$ cat config.mk
export PLATFORM = sky130hd
export DESIGN_NAME = receive_fsm
export DESIGN_NICKNAME = d
export VERILOG_FILES = /design/src/rtl/receive_fsm_pkg.sv /design/src/rtl/receive_fsm_sync_2ff.sv /design/src/rtl/receive_fsm.sv
export SDC_FILE = /design/constraint.sdc
export NUM_CORES = 1
export LEC_CHECK = 0
export BUFFER_PORTS_ARGS = -buffer_cell sky130_fd_sc_hd__buf_2
export CAP_MARGIN = 20
export CORE_MARGIN = 4
export CORE_UTILIZATION = 58
export DETAILED_ROUTE_END_ITERATION = 10
export PLACE_DENSITY = 0.78
export SLEW_MARGIN = 0
export SYNTH_ARGS = -nofsm -noshare
export SYNTH_HDL_FRONTEND = slang
export SYNTH_SLANG_ARGS = --single-unit
export TNS_END_PERCENT = 20
$ cat constraint.sdc
create_clock -name clk -period 3.35 [get_ports clk]
set_clock_uncertainty 0.2 [all_clocks]
set_input_delay 0.1675 -clock clk [delete_from_list [all_inputs] [get_ports clk]]
set_output_delay 0.1675 -clock clk [all_outputs]
set_load 0.02 [all_outputs]
$ cat src/rtl/receive_fsm_pkg.sv
// Shared definitions for the serial receive path.
// State encoding and default baud constant, common with the transmit FSM.
package receive_fsm_pkg;

  localparam int DEFAULT_CLKS_PER_BIT = 868;

  typedef enum logic [2:0] {
    IDLE    = 3'd0,
    START   = 3'd1,
    DATA    = 3'd2,
    STOP    = 3'd3,
    RECOVER = 3'd4
  } rx_state_t;

endpackage

$ cat src/rtl/receive_fsm_sync_2ff.sv
// Parameterised-width two-flop synchroniser.
// Async active-high reset to a configurable value.
module sync_2ff #(
  parameter int           W       = 1,
  parameter logic [W-1:0] RST_VAL = '0
) (
  input  logic         clk,
  input  logic         rst,
  input  logic [W-1:0] i_d,
  output logic [W-1:0] o_q
);

  logic [W-1:0] r_meta;
  logic [W-1:0] r_sync;

  always_ff @(posedge clk or posedge rst) begin
    if (rst) begin
      r_meta <= RST_VAL;
      r_sync <= RST_VAL;
    end else begin
      r_meta <= i_d;
      r_sync <= r_meta;
    end
  end

  assign o_q = r_sync;

endmodule

$ cat src/rtl/receive_fsm.sv
// Serial receiver: 1 start, DATA_BITS data LSB first, 1 stop.
// Emits a one-cycle valid or framing-error strobe per frame.
module receive_fsm
  import receive_fsm_pkg::*;
#(
  parameter int DATA_BITS    = 8,
  parameter int CLKS_PER_BIT = DEFAULT_CLKS_PER_BIT,
  parameter int CNT_W        = $clog2(CLKS_PER_BIT)
) (
  input  logic                 clk,
  input  logic                 rst,
  input  logic                 rx,
  output logic [DATA_BITS-1:0] data_out,
  output logic                 data_valid,
  output logic                 frame_err,
  output logic                 busy
);

  localparam int IDX_W = $clog2(DATA_BITS + 1);

  localparam logic [CNT_W-1:0] HALF_CNT =
    CNT_W'(CLKS_PER_BIT / 2 - 1);
  localparam logic [CNT_W-1:0] LAST_CNT =
    CNT_W'(CLKS_PER_BIT - 1);
  localparam logic [IDX_W-1:0] LAST_IDX =
    IDX_W'(DATA_BITS - 1);

  logic                 w_rx_s;
  rx_state_t            r_state;
  logic [CNT_W-1:0]     r_cnt;
  logic [IDX_W-1:0]     r_idx;
  logic [DATA_BITS-1:0] r_shift;
  logic [DATA_BITS-1:0] r_data_out;
  logic                 r_valid;
  logic                 r_ferr;

  sync_2ff #(
    .W       (1),
    .RST_VAL (1'b1)
  ) u_sync (
    .clk (clk),
    .rst (rst),
    .i_d (rx),
    .o_q (w_rx_s)
  );

  always_ff @(posedge clk or posedge rst) begin
    if (rst) begin
      r_state    <= IDLE;
      r_cnt      <= '0;
      r_idx      <= '0;
      r_shift    <= '0;
      r_data_out <= '0;
      r_valid    <= 1'b0;
      r_ferr     <= 1'b0;
    end else begin
      r_valid <= 1'b0;
      r_ferr  <= 1'b0;
      unique case (r_state)
        IDLE: begin
          r_cnt <= '0;
          if (!w_rx_s) r_state <= START;
        end
        START: begin
          if (r_cnt == HALF_CNT) begin
            r_cnt <= '0;
            r_idx <= '0;
            // A high line at mid start bit is a glitch
            r_state <= w_rx_s ? IDLE : DATA;
          end else begin
            r_cnt <= r_cnt + 1'b1;
          end
        end
        DATA: begin
          if (r_cnt == LAST_CNT) begin
            r_cnt   <= '0;
            r_shift <= {w_rx_s, r_shift[DATA_BITS-1:1]};
            r_idx   <= r_idx + 1'b1;
            if (r_idx == LAST_IDX) r_state <= STOP;
          end else begin
            r_cnt <= r_cnt + 1'b1;
          end
        end
        STOP: begin
          if (r_cnt == LAST_CNT) begin
            r_cnt <= '0;
            if (w_rx_s) begin
              r_data_out <= r_shift;
              r_valid    <= 1'b1;
              r_state    <= IDLE;
            end else begin
              r_ferr  <= 1'b1;
              r_state <= RECOVER;
            end
          end else begin
            r_cnt <= r_cnt + 1'b1;
          end
        end
        RECOVER: begin
          // Wait out a break so it is not seen as new starts
          r_cnt <= '0;
          if (w_rx_s) r_state <= IDLE;
        end
        default: begin
          r_cnt   <= '0;
          r_state <= IDLE;
        end
      endcase
    end
  end

  assign data_out   = r_data_out;
  assign data_valid = r_valid;
  assign frame_err  = r_ferr;
  assign busy       = (r_state != IDLE);

endmodule

* Yosys cells after proc, flatten, opt, wreduce, memory -nomap -nowiden
Index checks and enable logic that the tools add are counted.
** Operators by class
- $add $sub $neg :: 2
- Equal/unequal tests :: 13
- Mux-type cells :: 21
- Reductions and logical operators :: 8
** Operators with widths (number)
- $mux 3 :: 7
- $mux 10 :: 2
- $pmux 10 s2 :: 1
- $pmux 3 s5 :: 1
- $add 10x1->10 const B :: 1
- $eq 10x10->1 const B :: 1
- $eq 10x9->1 const B :: 1
- $ne 2x2->1 const B :: 5
- $mux 4 :: 2
- $pmux 4 s2 :: 1
- $eq 3x2->1 const B :: 2
- $mux 1 :: 6
- $reduce_and 3->1 :: 2
- $reduce_and 6->1 :: 1
- $add 4x1->4 const B :: 1
- $eq 4x3->1 const B :: 1
- $eq 3x1->1 const B :: 1
- $eq 3x3->1 const B :: 1
- $logic_not 3->1 :: 1
- $reduce_bool 3->1 :: 1
- $mux 2 :: 1
- $ne 2x1->1 const B :: 1
- $reduce_and 2->1 :: 1
- $reduce_bool 2->1 :: 1
- $reduce_or 2->1 :: 1
** Storage, ports and cells
- Flip-flop bits (word level) :: 37
- Input bits :: 3
- Output and inout port bits :: 11

* Longest topological paths before layout
- Depth in word-level cells :: 4
- Mapped depth :: 7
- Gate-level depth less buffers :: 6

* Cells and area by module
A second synthesis with hierarchy kept.
** Unflattened totals
- Cell total of the unflattened synthesis :: 134
- Area total of the unflattened synthesis :: 1661.6 µm²
** Modules (own cells, without submodules)
- receive_fsm :: instances 1, cells an instance 131, area an instance 1605.3 µm²
- sync_2ff :: instances 1, cells an instance 3, area an instance 56.3 µm²

* Least setup slack after synthesis
Ideal clock, no wire load.
- Path kind :: register -> register
- Start point :: reg r_cnt[0]
- End point :: reg r_shift[0]
- Data arrival time :: 2.059 ns
- Data required time :: 3.025 ns
- Slack :: 0.966 ns
- Cell stages (with the launch flop) :: 7
- Buffers on the path :: 2
- Clock period less this slack :: 2.384 ns
- Path through :: dfrtp_1 ha_1 or4bb_1 or4_4 buf_6 buf_6 mux2_4
** Between the ends
- Longest elaborated chain between the ends :: 2
** Ends and longest elaborated chain
- from (decl) :: line receive_fsm.sv:30 : logic [CNT_W-1:0] r_cnt;
- from (signal assigned) :: line receive_fsm.sv:71 : r_cnt <= r_cnt + 1'b1;
- from (signal assigned) :: line receive_fsm.sv:81 : r_cnt <= r_cnt + 1'b1;
- from (signal assigned) :: line receive_fsm.sv:96 : r_cnt <= r_cnt + 1'b1;
- $eq 10x10->1 :: line receive_fsm.sv:75 : if (r_cnt == LAST_CNT) begin
- $reduce_and 2->1 (no line)
- to (signal assigned) :: line receive_fsm.sv:77 : r_shift <= {w_rx_s, r_shift[DATA_BITS-1:1]};
- to (decl) :: line receive_fsm.sv:32 : logic [DATA_BITS-1:0] r_shift;
No other way between the ends.
A chain may end at the register's enable or synchronous reset.

* Worst setup path in the final report
- Start point :: reg r_cnt[0]
- End point :: reg r_data_out[0] (netlist: data_out[0])
** Between the ends
- Longest elaborated chain between the ends :: 2
** Ends and longest elaborated chain
- $eq 10x10->1 :: line receive_fsm.sv:85 : if (r_cnt == LAST_CNT) begin
- $reduce_and 3->1 (no line)
- to (signal assigned) :: line receive_fsm.sv:88 : r_data_out <= r_shift;
- to (decl) :: line receive_fsm.sv:33 : logic [DATA_BITS-1:0] r_data_out;
No other way between the ends.

==> results.yml <==
place:
  dp_hpwl_um: 2080
  place_congestion: 0.777
  port_buffers: 13
timing:
  fin_crit_sh: 0.836
  setup_tns_ns: 0
  hold_viol_final: 0
  period_needed_ns: 2.80
  hold-worst-slack_ns: 0.165
  setup_violations: 0
  slew_headroom: 0.621
  worst_pin_slew_ns: 0.564
  max_freq_ghz: 0.357
  slew_viol_final: 0
  rsz0062_at_grt: "false"
detailed_routing:
  drt_wl_total_um: 2910
  avgViaCountPerCell: 5.77
  drtPass1Iterations: 4
  ant_nets: 0
  vias: 1108
  drt_iter0_markers: 77
  wl_per_cell_um: 15.2
  drc: 0
clock_network:
  clk_pin_slew_ns: 0.11
  tritoncts: "yes"
  clockBufferDepth: 2
  cts.sinks: 37
  ctsHtreeMaxLevel: 2
  root_buffer: "clkbuf_4"
  insertion_delay_ns: 0.34
  cts-buffers-inserted: 5
synth:
  syn_avg_cell_area_um2: 11.8
  yosysMostFrequentCell: "dfrtp_1"
  synthDistinctLibCells: 40
  synth_ff_type: "dfrtp_1"
  yosysWarnings: 0
  netlist_instances: 144
  synth-edff-count: 0
  syn-num-nets: 150
  synth_seq_area_share: 0.548
  netlist_area_um2: 1690
  async_flop_share: 1.00
  synth.top_cell.area_share: 0.517
  ys_seq_elements: 37
  synth_common_cells: "dfrtp_1, nor2_1, mux2_2"
  synth.top_cells.by_area: "dfrtp_1, mux2_2, mux2_4"
  yosys.area.top_type: "dfrtp_1"
global_routing:
  antenna_found_initial: 0
  track_usage: 0.178
  gr-total-overflow: 0
  grt_pass1_vias: 1143
  grt_first_pass_wirelength_um: 4950
  grt_max_degree: 38
layout:
  area_growth_pct: 9.90
  seq_area_um2: 928
  layout-drive-gt1-share: 0.261
  nNetsFinal: 166
  antennaDiodeCount: 0
  fillers: 213
  multiInputGateArea_um2: 687
critical_path:
  critical_path.top_delay_family: "simple AND/OR/NAND/NOR gates"
  crit_required_ns: 3.38
  path_cells: "ha_1, or4bb_1, nor3_1, and3_1, mux2_2"
  cp_num_cells: 5
  cp_slowest_cell: "and3_1"
  slowest_delay_ns: 0.51
  cp.arrival_ns: 2.83
  path_class: "reg2reg"
  cp_num_buf_inv: 0
  rr_worst_depth: 5
  start_kind: "register"
  endpoint_kind: "register"
  critical_path.max_fanout: 9
floorplan:
  dieHeight_um: 62.0
  ios: 14
  die-area_um2: 3850
  core_area_um2: 2780
  fp.dieW_um: 62.0
  start_util: 0.609
  rows: 19
power_and_ir_drop:
  vdd_drop_max_mv: 0.470
  cellPowerDensity_nw_per_um2: 414
  total_power_w: 0.000769
  power.leakage_nw: 0.913
status:
  status: "completed"
min_path:
  holdPathStages: 0
  hold_class: "reg2reg"
flow_run:
  cap_violations: 0
through the flow:
stage	instances	worst slack, ns	utilization	cell area (µm²)
6_report	192	0.549	0.669	1860
2_1_floorplan	144	0.966	-	1690
3_5_place_dp	182	0.568	0.632	1760
5_1_grt	192	0.311	0.669	1860
3_3_place_gp	182	0.711	0.632	1760
4_1_cts	192	0.531	0.669	1860
state kept, by name, indices dropped and copies added (netlist names):
signal,cells
u_sync.o_q,1
r_idx,4
r_shift,8
data_out,8
u_sync.r_meta,1
data_valid,1
r_cnt,10
frame_err,1
r_state,3
cells by family (layout without fill, tap and decap cells):
| family | Yosys count | after routing | share of synthesized area |
|---|---|---|---|
| fa+ha+maj | 3 | 3 | 0.0222 |
| mux | 15 | 15 | 0.109 |
| buf+inv | 15 | 32 | 0.0458 |
| flops | 37 | 37 | 0.548 |
| compound gates | 17 | 17 | 0.0702 |
| simple gates | 49 | 49 | 0.163 |
| xor+xnor | 8 | 8 | 0.0414 |
power by group:
part / total, W / switching (W) / internal [W]
clock network: 0.000307 / 0.000149 / 0.000158
registers: 0.000450 / 0.00000120 / 0.000449
logic: 0.0000124 / 0.00000899 / 0.00000338
total: 0.000769 / 0.000159 / 0.000610
metal layers:
metal / wire length (µm) / global-route usage / part of all wire
met5: 0 / 0 / 0
met4: 42 / 0.0636 / 0.014
met3: 126 / 0.0496 / 0.043
met2: 1460 / 0.296 / 0.50
met1: 1280 / 0.222 / 0.44
layout by cell type, fill, tap and decap left out, drive strengths merged, types with 2 or more instances in the layout:
cell type / count
nand3: 3
or3b: 2
dfrtp: 35
nor2b: 2
nand2b: 3
ha: 3
nor3: 2
o32a: 2
xor2: 4
and3: 2
nor4: 2
dfstp: 2
nor2: 15
clkbuf: 5
nand2: 6
buf: 14
mux2: 15
nand4b: 2
dlygate4sd3: 2
xnor2: 4
o41ai: 2
inv: 8
o31ai: 2
nand4: 3
a21oi: 3
o21ai: 4
final cells by class:
type,count,area share
timing repair buffer,16,0.0498
multi-input combinational,92,0.369
clock inverter,3,0.0249
clock buffer,5,0.0202
tap,31,0.0208
sequential,37,0.499
inverter,8,0.0161
path summary, 6_finish.rpt:
check	slack (ns)	to	startpoint
min in group asynchronous	0.24	r_shift[6]$_DFFE_PP0P_	rst
setup / recovery	0.55	data_out[0]$_DFFE_PP0P_	r_cnt[0]$_DFF_PP0_
hold reg to reg	0.17	u_sync.o_q$_DFF_PP1_	u_sync.r_meta$_DFF_PP1_
hold / removal	0.17	u_sync.o_q$_DFF_PP1_	u_sync.r_meta$_DFF_PP1_
setup reg to reg	0.55	data_out[0]$_DFFE_PP0P_	r_cnt[0]$_DFF_PP0_
max in group asynchronous	2.36	u_sync.r_meta$_DFF_PP1_	rst
what timing repair did:
item,in CTS,in global routing
gates resized for setup,0,0
hold buffers,2,0
endpoints found under the hold margin,36,0
setup buffers,0,0
Power figures use the tool's default switching activity.
